$ cat src/rtl/counter_bcd_ndigit.sv
// Parametrised N-decade BCD counter: up/down, enable, parallel load with per-digit
// clamping, wrap or saturate at the boundary, combinational Tc and registered Co.
module counter_bcd_ndigit #(
  parameter int unsigned DIGITS = 2,
  parameter bit          WRAP   = 1'b1
) (
  input  logic                  Clk,
  input  logic                  R,
  input  logic                  En,
  input  logic                  Up,
  input  logic                  Load,
  input  logic [4*DIGITS-1:0]   D,
  output logic [4*DIGITS-1:0]   O,
  output logic                  Tc,
  output logic                  Co
);

  localparam int unsigned W = 4 * DIGITS;

  logic [W-1:0] clamped;
  logic [W-1:0] stepped;
  logic [3:0]   dig;
  logic [3:0]   ldig;
  logic         carry;
  logic         at_limit;

  // Ripple the step through the decades; carry ends high only when every digit sits at its limit.
  always_comb begin
    clamped = '0;
    stepped = O;
    dig     = 4'd0;
    ldig    = 4'd0;
    carry   = 1'b1;
    for (int i = 0; i < int'(DIGITS); i++) begin
      dig  = O[4*i +: 4];
      ldig = D[4*i +: 4];
      clamped[4*i +: 4] = (ldig > 4'd9) ? 4'd9 : ldig;
      if (carry) begin
        if (Up) stepped[4*i +: 4] = (dig == 4'd9) ? 4'd0 : dig + 4'd1;
        else    stepped[4*i +: 4] = (dig == 4'd0) ? 4'd9 : dig - 4'd1;
      end
      carry = carry & (Up ? (dig == 4'd9) : (dig == 4'd0));
    end
    at_limit = carry;
  end

  assign Tc = at_limit;

  // Priority: reset, load, count, hold. Co marks a boundary crossing or a blocked attempt.
  always_ff @(posedge Clk or posedge R) begin
    if (R) begin
      O  <= '0;
      Co <= 1'b0;
    end else if (Load) begin
      O  <= clamped;
      Co <= 1'b0;
    end else if (En) begin
      if (at_limit) begin
        Co <= 1'b1;
        if (WRAP) O <= stepped;
      end else begin
        O  <= stepped;
        Co <= 1'b0;
      end
    end else begin
      Co <= 1'b0;
    end
  end

endmodule

$ cat config.mk
export PLATFORM = sky130hd
export DESIGN_NAME = counter_bcd_ndigit
export DESIGN_NICKNAME = d
export VERILOG_FILES = /design/src/rtl/counter_bcd_ndigit.sv
export SDC_FILE = /design/constraint.sdc
export NUM_CORES = 1
export LEC_CHECK = 0
export ABC_CLOCK_PERIOD_IN_PS = 3100
export CAP_MARGIN = 20
export CORE_MARGIN = 3
export CORE_UTILIZATION = 35
export CTS_BUF_LIST = sky130_fd_sc_hd__clkbuf_4
export DETAILED_ROUTE_END_ITERATION = 10
export PLACE_DENSITY_LB_ADDON = 0.1
export SLEW_MARGIN = 40
export SYNTH_ARGS = -nofsm -noshare
export SYNTH_HDL_FRONTEND = slang
export SYNTH_SLANG_ARGS = --single-unit
$ cat constraint.sdc
create_clock -name Clk -period 3.1 [get_ports Clk]
set_clock_uncertainty 0.15 [all_clocks]
set_input_delay 0.31 -clock Clk [delete_from_list [all_inputs] [get_ports Clk]]
set_output_delay 0.31 -clock Clk [all_outputs]
set_load 0.05 [all_outputs]
==> results.md <==
- The run finished with clean final reports.
- Data on the critical path is required at its endpoint by 2.64 ns.
- At the later pin of the worst-skew pair, clock insertion delay measures 0.26 ns.
- The buffer cell driving the clock tree root is sky130_fd_sc_hd__clkbuf_4.
- Walking the worst path, the cells encountered are clkdlybuf4s50_1, and3_4, o21ai_1, nor4_2, buf_12.
- The floorplan step defined a core boundary enclosing 2020 µm².
- After detailed placement, the total cell area comes to 987 µm².
- The worst pin sits at a relative slew slack of 66.7%.
- The worst register-to-register path has a depth of 4.
- The die covers 2810 µm².
- In the post-synthesis netlist, the biggest area contributors are sky130_fd_sc_hd__dfrtp_1 (29%), sky130_fd_sc_hd__o21ai_0 (4.5%), sky130_fd_sc_hd__o21ai_1 (3.9%).
- The routability-driven placement congestion ratio is 0.804.
- The number of nets at the end of the flow is 121.
- By startpoint and endpoint, the worst setup path is classified as in -> out.
- The sequential fraction of design power is 37.7%.
- In this run, CTS created clock tree buffers numbering 3.
- For the pin with the worst max-slew slack, the measured transition is 0.498 ns.
- The via density per instance is 5.50.
- The number of remaining DRC errors is 0.
- The TritonCTS clock tree is yes.
- The final count of pins violating max slew is 0.
- The post-placement cell count is 130.
- The via count of the first global-routing pass is 672.
- For this block, the initial DRC count from the detailed router was 10.
- For this run, the slowest stage of the critical path takes 0.55 ns.
- For this run, the leading register cell type out of synthesis is sky130_fd_sc_hd__dfrtp_1.
- The cell area power density is 423 nW/µm².
- The path class of the tightest hold or removal check is in -> async.
- The number of H-tree levels is 1.
- Setup violations remaining at the end of the flow were counted as 0.
- Measured along the x axis, the die boundary spans 53 µm.
- sky130_fd_sc_hd__dfrtp_1 is the most common cell in the netlist.
- The switching share of power is 40.8%.
- The Yosys step of the flow raised 0 warnings.
- The first-pass GRT wire length is 3060 µm.
- The endpoint identified for the worst register-to-register timing path is Co.
- The buffer count from post-CTS setup fixing is 0.
- The synthesized design contains 9 register bits.
- The initial antenna violation count is 0.
- The all-layer global routing usage is 14.7%.
- The critical path capture point type is a primary output.
- The count of hold buffers inserted by post-cts repair is 0.
- The post-layout instance count excluding filler cells is 134.
- The combinational share of power is 40.9%.
- Based on the critical path, the design can be clocked at up to 449 MHz.
- In this run the remaining antenna-violating nets after routing total 0.
- Each instance of the synthesized netlist takes up on average 8.99 µm².
- The cell depth of the worst setup path is 5.
- The number of clock sinks is 9.
- The number of antenna diodes in the final layout is 0.
- Counting every instance in the synthesized netlist gives 86.
- The routed wire length per instance is 13.4 µm.
- On the critical path the largest part of the delay comes from buffers and inverters.
- Setup repair after global routing left no endpoint under its margin.
- The critical path ends at Tc.
- The post-route clock period utilization is 71.8%.
- The cell at the slowest stage of the critical path is sky130_fd_sc_hd__clkdlybuf4s50_1.
- Once detailed placement completed, the half-perimeter wirelength came to 1350 µm.
- Clock-pin slew was measured on the worst setup and hold paths at 0.07 ns.
- At the worst endpoint, the arrival time is 1.77 ns.
- The minimum period implied by the final worst setup slack is 2.23 ns.
- Max-cap violations in this run came to 0.
- The routed wire length is 1800 µm.
- When the netlist entered floorplanning its net count stood at 99.
- The number of buffers on the longest clock path is 2.
- The clock network is responsible for 21.4% of the overall power.
- Port buffering added 22 buffers.
- The critical path launch point is Up.
- The switching component of the power is 175 µW.
- STA classifies the critical path startpoint as an input pin.
- Measured along the y axis, the die boundary spans 53 µm.
- Once the floorplan was initialized, standard cells occupied 38.2% of the core.
- The cell area after layout is 1010 µm².
- The via count of the routed design is 737.
- sky130_fd_sc_hd__dfrtp_1 takes more of the synthesized area than any other cell.
- The internal power of the cells totals 254 µW.
- Along the worst path, the maximum fanout reaches 5.
- The total global routing overflow is 0.
- The setup slack of the most critical reg-to-reg path is 1.39 ns.
- The number of different library cells in the post-synthesis netlist is 44.
- Counting both buffers and inverters, the worst setup path holds a total of 2.
- The portion of synthesized cell area occupied by the leading cell type is 29.1%.
- The final hold violation count is 0.
- The peak supply drop is 0.268 mV.
- The number of primary I/O pins is 23.
- The share of flip-flops with an asynchronous set or reset is 100%.
- The count of standard-cell rows is 16.
- Sequential cells were found to cover 29.1% of the synthesized design area.
- Entering global routing, the biggest net connects 17 pins.
- The worst register-to-register path begins at O[1].
- The number of gates resized after CTS is 0.
- Summed over all cells, the static leakage comes to 0.392 nW.
- In this run the cell area of the synthesized design comes to 773 µm².
- The number of optimization iterations in the first detailed-route pass is 4.
- After synthesis, the most frequently instantiated cells are sky130_fd_sc_hd__dfrtp_1 (9), sky130_fd_sc_hd__o21ai_0 (7), sky130_fd_sc_hd__o21ai_1 (6).
- In the final timing run, aggregate negative setup slack is 0 ns.
- From synthesis to final layout, the design area changed by 31.2%.
- Of the cells placed in the final design, the portion with a size suffix greater than 1 is 13.1%.
- In this run, synthesis inferred 0 flip-flops with an integrated enable.
==> per-layer routing <==
layer	global-route usage, %	wire length [µm]	part of all wire [%]
met1	18.2	788	44
met2	25.2	899	50
met3	3.66	96	5.3
met4	3.83	12	0.67
met5	0	0	0
==> metrics by stage <==
| stage | setup slack, ns | hold slack [ns] | utilization, % | total power [mW] |
|---|---|---|---|---|
| global route | 0.781 | 0.187 | 50.2 | 0.462 |
| finish | 0.874 | 0.161 | 50.2 | 0.429 |
| CTS | 0.864 | 0.159 | 50.2 | 0.436 |
| floorplan | 0.496 | -0.0121 | - | 0.287 |
| detailed placement | 0.868 | 0.450 | 48.8 | 0.341 |
| global placement | 0.865 | 0.445 | 48.8 | 0.339 |
==> how the worst min path moves through the flow <==
stage	startpoint	endpoint	slack, ns
finish	R	O[4]	0.16
global route	R	O[4]	0.19
CTS	R	O[4]	0.16
detailed placement	R	Co	0.45
global placement	R	O[0]	0.44
floorplan	R	Co	-0.01
==> final cells by class <==
type                            count  area, µm²
Tap cell                           27       33.8
Clock inverter                      1       5.00
Multi-Input combinational cell     69        483
Inverter                            2       7.51
Sequential cell                     9        225
Clock buffer                        3       22.5
Fill cell                         209       1010
Timing Repair Buffer               23        238
==> power groups by stage <==
stage               Clock [mW]  Sequential (mW)  Combinational [mW]
global route             0.105            0.167               0.190
global placement             0            0.164               0.175
detailed placement           0            0.165               0.176
CTS                     0.0963            0.162               0.177
floorplan                    0            0.194              0.0935
finish                  0.0918            0.162               0.176
==> cell families (layout without fill, tap and decap cells) <==
logic type / count (synthesis) / count (layout) / synth area share, %
AO/OA/AOI/OAI: 34 / 34 / 32.4
flip-flops: 9 / 9 / 29.1
buffers and inverters: 8 / 29 / 8.41
XOR/XNOR: 5 / 5 / 5.66
AND/OR/NAND/NOR: 30 / 30 / 24.4
==> registers in the layout (all words and copies together) (netlist names) <==
signal,count
O,8
Co,1
==> cells in the final DEF, fill, tap and decap left out, drive strengths merged, types with 2 or more instances in the layout <==
cell           instances
clkbuf                 3
xor2                   2
nand2                  5
buf                    2
nor2                   5
o211ai                 2
o21ai                 13
nor3                   3
dfrtp                  9
nand3                  3
inv                    2
o21a                   3
xnor2                  3
and3                   2
o31ai                  2
a21oi                  3
nand2b                 2
clkdlybuf4s50         21
Power figures use the tool's default switching activity.
